==> config.mk <==
export PLATFORM = sky130hd
export DESIGN_NAME = rpn_stack_sequencer
export DESIGN_NICKNAME = d
export VERILOG_FILES = /design/src/rtl/rpn_pkg.sv /design/src/rtl/reg_load_enable.sv /design/src/rtl/rpn_stack_sequencer.sv
export SDC_FILE = /design/constraint.sdc
export NUM_CORES = 1
export LEC_CHECK = 0
export CELL_PAD_IN_SITES_DETAIL_PLACEMENT = 1
export CELL_PAD_IN_SITES_GLOBAL_PLACEMENT = 1
export CORE_ASPECT_RATIO = 1.4
export CORE_MARGIN = 1.5
export CORE_UTILIZATION = 31
export DETAILED_ROUTE_END_ITERATION = 7
export PLACE_DENSITY = 0.81
export REMOVE_ABC_BUFFERS = 1
export SLEW_MARGIN = 10
export SYNTH_ARGS = -nofsm -noshare
export SYNTH_HDL_FRONTEND = slang
export SYNTH_SLANG_ARGS = --single-unit
==> constraint.sdc <==
create_clock -name clk -period 1.9 [get_ports clk]
set_input_delay 0.19 -clock clk [delete_from_list [all_inputs] [get_ports clk]]
set_output_delay 0.19 -clock clk [all_outputs]
set_load 0.03 [all_outputs]
==> src/rtl/rpn_pkg.sv <==
// Shared encodings for the RPN stack sequencer: command opcodes, error codes, FSM states.
package rpn_pkg;

  localparam logic CMD_PUSH    = 1'b0;
  localparam logic CMD_OPERATE = 1'b1;

  localparam logic [1:0] ERR_NONE = 2'b00;
  localparam logic [1:0] ERR_OVF  = 2'b01;
  localparam logic [1:0] ERR_UNF  = 2'b10;

  typedef enum logic [2:0] {
    ST_IDLE    = 3'd0,
    ST_PUSH_WR = 3'd1,
    ST_RD_B    = 3'd2,
    ST_CAP_B   = 3'd3,
    ST_CAP_A   = 3'd4,
    ST_EXEC    = 3'd5,
    ST_WR_RES  = 3'd6,
    ST_ERROR   = 3'd7
  } state_t;

endpackage

==> src/rtl/reg_load_enable.sv <==
// Data register with synchronous active-high reset and load enable.
module reg_load_enable #(
  parameter int unsigned DATA_W = 8
) (
  input  logic              clk,
  input  logic              reset,
  input  logic              load,
  input  logic [DATA_W-1:0] d,
  output logic [DATA_W-1:0] q
);

  always_ff @(posedge clk) begin
    if (reset)     q <= '0;
    else if (load) q <= d;
  end

endmodule

==> src/rtl/rpn_stack_sequencer.sv <==
// RPN calculator controller: owns the stack pointer and sequences stack RAM and ALU.
// Build option RPN_STICKY_ERR_EN: errors latch in ERROR until reset instead of pulsing.
module rpn_stack_sequencer
  import rpn_pkg::*;
#(
  parameter int unsigned DATA_W = 8,
  parameter int unsigned ADDR_W = 8,
  parameter int unsigned OP_W   = 3
) (
  input  logic              clk,
  input  logic              reset,
  input  logic              cmd_valid,
  output logic              cmd_ready,
  input  logic              cmd_op,
  input  logic [DATA_W-1:0] cmd_data,
  input  logic [OP_W-1:0]   cmd_alu_sel,
  output logic [ADDR_W-1:0] ram_addr,
  output logic [DATA_W-1:0] ram_wdata,
  output logic              ram_wren,
  input  logic [DATA_W-1:0] ram_q,
  output logic [DATA_W-1:0] alu_a,
  output logic [DATA_W-1:0] alu_b,
  output logic [OP_W-1:0]   alu_op,
  input  logic [DATA_W-1:0] alu_result,
  output logic [DATA_W-1:0] top_value,
  output logic [ADDR_W:0]   depth,
  output logic              done,
  output logic              err,
  output logic [1:0]        err_code
);

  localparam int unsigned DEPTH   = 2 ** ADDR_W;
  localparam int unsigned DEPTH_W = ADDR_W + 1;

  state_t state, state_nxt;

  logic [ADDR_W-1:0]  ram_addr_nxt;
  logic [DATA_W-1:0]  ram_wdata_nxt;
  logic               ram_wren_nxt;
  logic [OP_W-1:0]    alu_op_nxt;
  logic [DATA_W-1:0]  top_value_nxt;
  logic [DEPTH_W-1:0] depth_nxt;
  logic               done_nxt;
  logic               err_nxt;
  logic [1:0]         err_code_nxt;

  logic accept_c, ovf_c, unf_c, err_hit_c, load_a_c, load_b_c;

  assign cmd_ready = (state == ST_IDLE);
  assign accept_c  = cmd_valid && cmd_ready;
  assign ovf_c     = (depth == DEPTH_W'(DEPTH));
  assign unf_c     = (depth < DEPTH_W'(2));
  assign err_hit_c = accept_c && (((cmd_op == CMD_PUSH) && ovf_c) ||
                                  ((cmd_op == CMD_OPERATE) && unf_c));
  assign load_b_c  = (state == ST_CAP_B);
  assign load_a_c  = (state == ST_CAP_A);

  always_ff @(posedge clk) begin
    if (reset) state <= ST_IDLE;
    else       state <= state_nxt;
  end

  always_comb begin
    state_nxt = state;
    case (state)
      ST_IDLE: begin
        if (err_hit_c) begin
`ifdef RPN_STICKY_ERR_EN
          state_nxt = ST_ERROR;
`else
          state_nxt = ST_IDLE;
`endif
        end else if (accept_c) begin
          state_nxt = (cmd_op == CMD_PUSH) ? ST_PUSH_WR : ST_RD_B;
        end
      end
      ST_PUSH_WR: state_nxt = ST_IDLE;
      ST_RD_B:    state_nxt = ST_CAP_B;
      ST_CAP_B:   state_nxt = ST_CAP_A;
      ST_CAP_A:   state_nxt = ST_EXEC;
      ST_EXEC:    state_nxt = ST_WR_RES;
      ST_WR_RES:  state_nxt = ST_IDLE;
      ST_ERROR:   state_nxt = ST_ERROR;
      default:    state_nxt = ST_IDLE;
    endcase
  end

  // Next values of the registered outputs; pulses default low, everything else holds.
  always_comb begin
    ram_addr_nxt  = ram_addr;
    ram_wdata_nxt = ram_wdata;
    ram_wren_nxt  = 1'b0;
    alu_op_nxt    = alu_op;
    top_value_nxt = top_value;
    depth_nxt     = depth;
    done_nxt      = 1'b0;
`ifdef RPN_STICKY_ERR_EN
    err_nxt       = err;
    err_code_nxt  = err_code;
`else
    err_nxt       = 1'b0;
    err_code_nxt  = ERR_NONE;
`endif
    case (state)
      ST_IDLE: begin
        if (err_hit_c) begin
          err_nxt      = 1'b1;
          err_code_nxt = (cmd_op == CMD_PUSH) ? ERR_OVF : ERR_UNF;
        end else if (accept_c) begin
          if (cmd_op == CMD_PUSH) begin
            ram_addr_nxt  = ADDR_W'(depth);
            ram_wdata_nxt = cmd_data;
            ram_wren_nxt  = 1'b1;
          end else begin
            ram_addr_nxt  = ADDR_W'(depth - DEPTH_W'(1));
            alu_op_nxt    = cmd_alu_sel;
          end
        end
      end
      ST_PUSH_WR: begin
        depth_nxt     = depth + DEPTH_W'(1);
        top_value_nxt = ram_wdata;
        done_nxt      = 1'b1;
      end
      ST_RD_B: ram_addr_nxt = ADDR_W'(depth - DEPTH_W'(2));
      ST_EXEC: begin
        ram_wdata_nxt = alu_result;
        ram_wren_nxt  = 1'b1;
      end
      ST_WR_RES: begin
        depth_nxt     = depth - DEPTH_W'(1);
        top_value_nxt = ram_wdata;
        done_nxt      = 1'b1;
      end
      default: ;
    endcase
  end

  always_ff @(posedge clk) begin
    if (reset) begin
      ram_addr  <= '0;
      ram_wdata <= '0;
      ram_wren  <= 1'b0;
      alu_op    <= '0;
      top_value <= '0;
      depth     <= '0;
      done      <= 1'b0;
      err       <= 1'b0;
      err_code  <= ERR_NONE;
    end else begin
      ram_addr  <= ram_addr_nxt;
      ram_wdata <= ram_wdata_nxt;
      ram_wren  <= ram_wren_nxt;
      alu_op    <= alu_op_nxt;
      top_value <= top_value_nxt;
      depth     <= depth_nxt;
      done      <= done_nxt;
      err       <= err_nxt;
      err_code  <= err_code_nxt;
    end
  end

  // Top of stack is read first, so alu_b loads one cycle before alu_a.
  reg_load_enable #(.DATA_W(DATA_W)) u_alu_b (
    .clk   (clk),
    .reset (reset),
    .load  (load_b_c),
    .d     (ram_q),
    .q     (alu_b)
  );

  reg_load_enable #(.DATA_W(DATA_W)) u_alu_a (
    .clk   (clk),
    .reset (reset),
    .load  (load_a_c),
    .d     (ram_q),
    .q     (alu_a)
  );

endmodule

==> flow_summary.toml, run 1 <==
[global_routing]
gr-usage-all-layers = 0.1993
grt_pass1_vias = 2824
use_met1 = 0.2125
grt_pass1_wl_um = 14010
grt_use_met3 = 0.06056
grt_overflow = 0
grt_max_degree = 30
use_met2 = 0.3458
antenna_found_initial = 0
grt-busiest-layer = "met2"

[worst_setup_path]
critPathSlowestCell = "or4_4"
start_kind = "flop"
worstPathBufferInverterCount = 2
path_delay_family = "simple AND/OR/NAND/NOR gates"
critPathMaxFanout = 6
crit_chain = "or4_4, nor3_4, o211ai_4, buf_12, buf_16, a21oi_4, a211oi_2"
rrSetupSlack_ns = -0.03
arrival_ns = 2.12
required_ns = 2.09
max_stage_delay_ns = 0.58
setup.worst_path.end_class = "flop"
critical_path_class = "flop to flop"

[clock_network]
htreeDepth = 3
clockBufferDepth = 2
cts_num_sinks = 60
cts_hold_buf = 0
clk_latency_ns = 0.33
clockRootBuffer = "clkbuf_16"
cts_inserted_buffers = 9
clkTransAtPathRegs_ns = 0.05
cts_tree = "built"

[final_layout]
fill_cells = 990
n_antenna_cell = 0
post-route-util = 0.5110
drive_gt1_frac = 0.1787
nNetsFinal = 446
synthToLayoutAreaGrowth_pct = 60.33

[sta]
maxSlewHeadroom = 0.5297
drv_slew = 0
setup_ws_ns = -0.03254
fin_crit_sh = 1.017
hold_viol = 0
min_period_ns = 1.933
tightest_slew_ns = 0.6980
fmax_mhz = 517.5
fin_skew_ns = 0.004702
setup_viol = 5
grt_setup_unrepaired = "true"
timing.setup.tns_ns = -0.07609

[yosys]
synth.distinct_cells = 46
synth_area_um2 = 2744
synth_area_leaders = "dfxtp_1 44%, mux2i_1 13%, nor2_1 6.3%"
synth_edf_count = 0
synth_compound_area_frac = 0.1528
synth-seq-area-share = 0.4378
synthCells = 293
async_flop_share = 0
synth_mux_area_frac = 0.1354
synth_top_family_by_area = "simple AND/OR/NAND/NOR gates"
yosysWarnings = 0
synth_simple_gate_area_frac = 0.1537
ys_dominant_reg_cell = "dfxtp_1"
synthAdderAreaFrac = 0.02736
synth_top_area_share = 0.4378
synth_xor_area_frac = 0.04788
syn_avg_cell_area_um2 = 9.365
ys_seq_elements = 60
synth_largest_area_cell = "dfxtp_1"

[place]
hpwl_um = 5865
io_buffers = 88
gp_congestion = 0.8877

[worst_hold_path]
hold_path.class = "input port to flop"

[power]
p_leak_nw = 1.856
p_per_area_nw_per_um2 = 802.2
irDropWorstVdd_uv = 472.4
power.total_mw = 3.529

[die]
pin_count = 89
die_area_um2 = 9432
fp.dieH_um = 114.3
start_util = 0.3188
die_width_um = 82.51
rows = 40
core_um2 = 8608

[run]
drv_cap = 0

[drt]
wl_per_cell_um = 16.89
routed_wirelength_um = 8766
viasPerCell = 5.131
dr.pass1.iters = 4
drc_errors = 0
drtAntennaViolNets = 0
vias = 2663
drtIter0Drc = 78

[run_status]
violations = "setup timing"
status = "finished, violations left"
synth_stat cells (2+ instances only):
cell type / number
a211oi_1: 6
a21boi_0: 2
a21oi_1: 25
a311oi_1: 8
a32oi_1: 2
and2_1: 2
and3_1: 2
buf_2: 3
buf_6: 3
clkbuf_1: 11
dfxtp_1: 60
ha_1: 6
inv_1: 6
mux2i_1: 36
nand2_1: 15
nand3_1: 4
nor2_1: 46
nor3_1: 4
nor3_2: 2
nor3b_1: 5
o21ai_0: 6
o31ai_1: 2
xnor2_1: 9
xor2_1: 6
area by class of cell:
cell class                 instances  area (µm²)  area share
tap                              105       131.4     0.02986
sequential                        60        1206      0.2742
clock buffer                      11       242.7     0.05518
inverter                           6       22.52    0.005119
timing repair buffer             124        1222      0.2779
clock inverter                     5       75.07     0.01706
multi-input combinational        208        1499      0.3407
registers in the layout (all words and copies together), names as in the netlist, named ones only:
name and flops:
alu_op 3, depth 9, done 1, err 1, err_code 2, ram_addr 8
ram_wdata 8, ram_wren 1, state 2, top_value 8, u_alu_a.q 8, u_alu_b.q 8
where the power goes:
group / switching (mW) / internal [mW]
registers: 0.0252 / 1.30
logic: 0.244 / 0.224
clock network: 0.563 / 1.18
what timing repair did:
action	in CTS	in global routing
pin swaps	1	7
endpoints found under the hold margin	0	0
gates resized for setup	7	16
setup endpoints to repair	13	29
setup buffers	3	1
cloned	1	1
placed cells by master, fill, tap and decap left out, types with 2 or more instances in the layout:
master and n:
clkdlybuf4s50_1 85, dfxtp_1 58, nor2_1 44, mux2i_1 36, buf_4 31, a21oi_1 24
nand2_1 14, clkbuf_16 10, xnor2_1 9, inv_1 6, xor2_1 6, o21ai_0 6
ha_1 6, a211oi_1 5, a311oi_1 5, nand3_1 4, nor3b_2 3, nor3_1 3
a311oi_2 3, clkinv_2 3, buf_12 3, nor3_2 2, nor2_4 2, nor3b_1 2
a21boi_0 2, a32oi_1 2, o31ai_1 2, and2_1 2, bufinv_16 2
metrics by stage:
stage               area [µm²]  std cells  hold WS, ns  worst slack [ns]
finish                    4399        519       0.3758          -0.03254
global route              4399        519       0.3922           -0.1035
CTS                       4295        517       0.3521          -0.01819
detailed placement        3900        497       0.4731          -0.04977
global placement          3900        497       0.4732           0.05400
floorplan                 2643        274       0.2591           -0.4253
worst paths after layout:
kind,from,to,cells after the start
max,depth[2],ram_addr[4],7
min,reset,depth[0],2
max reg2reg,depth[2],ram_addr[4],7
min reg2reg,ram_addr[1],ram_addr[1],2
layer usage:
metal	wire length, µm	vias up
met5	0	-
met4	251	0
met3	422	24
met2	4683	83
met1	3408	1289
li1	-	1267
logic make-up (layout without fill, tap and decap cells):
| group | Yosys count | count (layout) |
|---|---|---|
| muxes | 37 | 37 |
| and+or+nand+nor | 89 | 89 |
| xor gates and xnor gates | 15 | 15 |
| AOI/OAI and AO/OA | 61 | 61 |
| adders and majority gates | 6 | 6 |
| DFF | 60 | 60 |
| buffers and inverters | 25 | 146 |
Note: power is estimated with default switching activity, not from simulation.
==> run 2: changes to the inputs <==
Settings changed: SKIP_CTS_REPAIR_TIMING set to 1.
==> run 2 against run 1 <==
Against the previous run: the flow still finishes with violations (setup timing); total power decreased by 0.14%; global-route usage down 0.88 points; hold slack worse by 0.017 ns; utilization is 0.23 points lower; highest routed layer unchanged; register-to-register slack improved by 0.02 ns.
==> flow_summary.toml, run 2 (same netlist as run 1, synthesis figures left out) <==
[worst_setup_path]
crit_chain = "or4_4, or4_1, o31ai_2, xnor2_1, nor2_1"
r2r-start = "depth[2]"
r2r_end = "depth[8]"
endpoint = "depth[8]"
arrival_ns = 2.10
critPathSlowestCell = "or4_4"
required_ns = 2.09
start_kind = "flop"
setup.worst_path.end_class = "flop"
critPathMaxFanout = 5
crit_start = "depth[2]"
rr_worst_depth = 5
critical_path_class = "flop to flop"
rrSetupSlack_ns = -0.01
max_stage_delay_ns = 0.59

[sta]
grt_setup_unrepaired = "true"
hold_viol = 0
setup_viol = 1
setup_ws_ns = -0.009843
drv_slew = 0
maxSlewHeadroom = 0.5785
timing.setup.tns_ns = -0.009843
tightest_slew_ns = 0.6323
fmax_mhz = 523.6
fin_skew_ns = 0.005459
min_period_ns = 1.910
fin_crit_sh = 1.005
fin_hold_ws_ns = 0.3593

[final_layout]
final_common_cell = "clkdlybuf4s50_1"
fin_area_um2 = 4379
n_antenna_cell = 0
mostFrequentLayoutCells = "86 x clkdlybuf4s50_1, 57 x dfxtp_1, 44 x nor2_1"
drive_gt1_frac = 0.1942
post-route-util = 0.5087
regMostFlops = "depth"
synthToLayoutAreaGrowth_pct = 59.60
largest_reg_flops = 9
nNetsFinal = 444

[power]
p_sw_frac = 0.2366
irDropWorstVdd_uv = 473.8
p_per_area_nw_per_um2 = 804.7
internal-power_mw = 2.690
clkPwrFrac = 0.495
p_comb_frac = 0.129
p_leak_nw = 1.826
p_switching_mw = 0.8337
power.total_mw = 3.524
seqPwrFrac = 0.375

[clock_network]
cts_num_sinks = 60
clockRootBuffer = "clkbuf_16"
clkTransAtPathRegs_ns = 0.05
clockBufferDepth = 2
htreeDepth = 3
cts_inserted_buffers = 9
cts_tree = "built"
clk_latency_ns = 0.33

[drt]
vias = 2655
routed_wirelength_um = 8530
viasPerCell = 5.135
dr.pass1.iters = 4
drtAntennaViolNets = 0
drc_errors = 0
drtIter0Drc = 58
wl_per_cell_um = 16.50

[worst_hold_path]
hold_path.class = "input port to flop"
min-delay-start = "reset"

[die]
die_area_um2 = 9432
rows = 40
fp.dieH_um = 114.3
die_width_um = 82.51
start_util = 0.3188
core_um2 = 8608
pin_count = 89

[global_routing]
grt_max_degree = 30
grt_pass1_vias = 2742
gr-usage-all-layers = 0.1905
grt_pass1_wl_um = 13440
grt_overflow = 0
antenna_found_initial = 0

[place]
gp_congestion = 0.8877
hpwl_um = 5865
io_buffers = 88
placed_cell_area_um2 = 3900

[run_status]
status = "finished, violations left"
violations = "setup timing"

[run]
drv_cap = 0
-- run 2: changes by cell type in the layout (fill, tap and decap cells not counted), moves of 2 or more --
| cell | change |
|---|---|
| a21oi_1 | -7 |
| a21oi_2 | +8 |
| a311oi_1 | +2 |
| a311oi_2 | -2 |
-- run 2: worst max-delay path, delay by kind of cell, from the launching register on --
kind             cells  cell delay, ns
AO/OA/AOI/OAI        1            0.10
XOR/XNOR             1            0.16
flip-flops           1            0.35
AND/OR/NAND/NOR      3            1.17
-- run 2: cell type report --
cell class	count	area [µm²]
clock inverter	5	75.07
multi-input combinational	208	1506
inverter	6	22.52
sequential	60	1207
tap	105	131.4
fill	982	4229
clock buffer	11	242.7
timing repair buffer	122	1194
-- run 2: power by group through the flow --
stage / clock (mW) / combinational [mW] / sequential [mW]
after floorplan: 0 / 0.128 / 1.42
after global placement: 0 / 0.415 / 1.35
after detailed placement: 0 / 0.423 / 1.35
after CTS: 1.78 / 0.425 / 1.32
after global routing: 1.86 / 0.495 / 1.33
final: 1.75 / 0.456 / 1.32
-- run 2: worst min-delay path by stage --
stage / to / slack (ns) / depth (start not counted)
6_report: depth[0] / 0.36 / 2
4_1_cts: depth[0] / 0.35 / 2
3_5_place_dp: ram_addr[1] / 0.47 / 2
3_3_place_gp: top_value[0] / 0.47 / 2
5_1_grt: depth[4] / 0.40 / 2
2_1_floorplan: ram_addr[1] / 0.26 / 1
-- run 2: metal layers --
metal	part of all wire	track usage	vias to the layer above
li1	-	-	1271
met1	0.40	0.2025	1275
met2	0.52	0.3295	82
met3	0.048	0.05020	27
met4	0.037	0.1100	0
met5	0	0	-
-- run 2: metrics by stage --
step	cells	setup slack, ns
after detailed placement	497	-0.04977
after global placement	497	0.05400
final	517	-0.009843
after floorplan	274	-0.4253
after CTS	513	-0.1939
after global routing	517	-0.06206
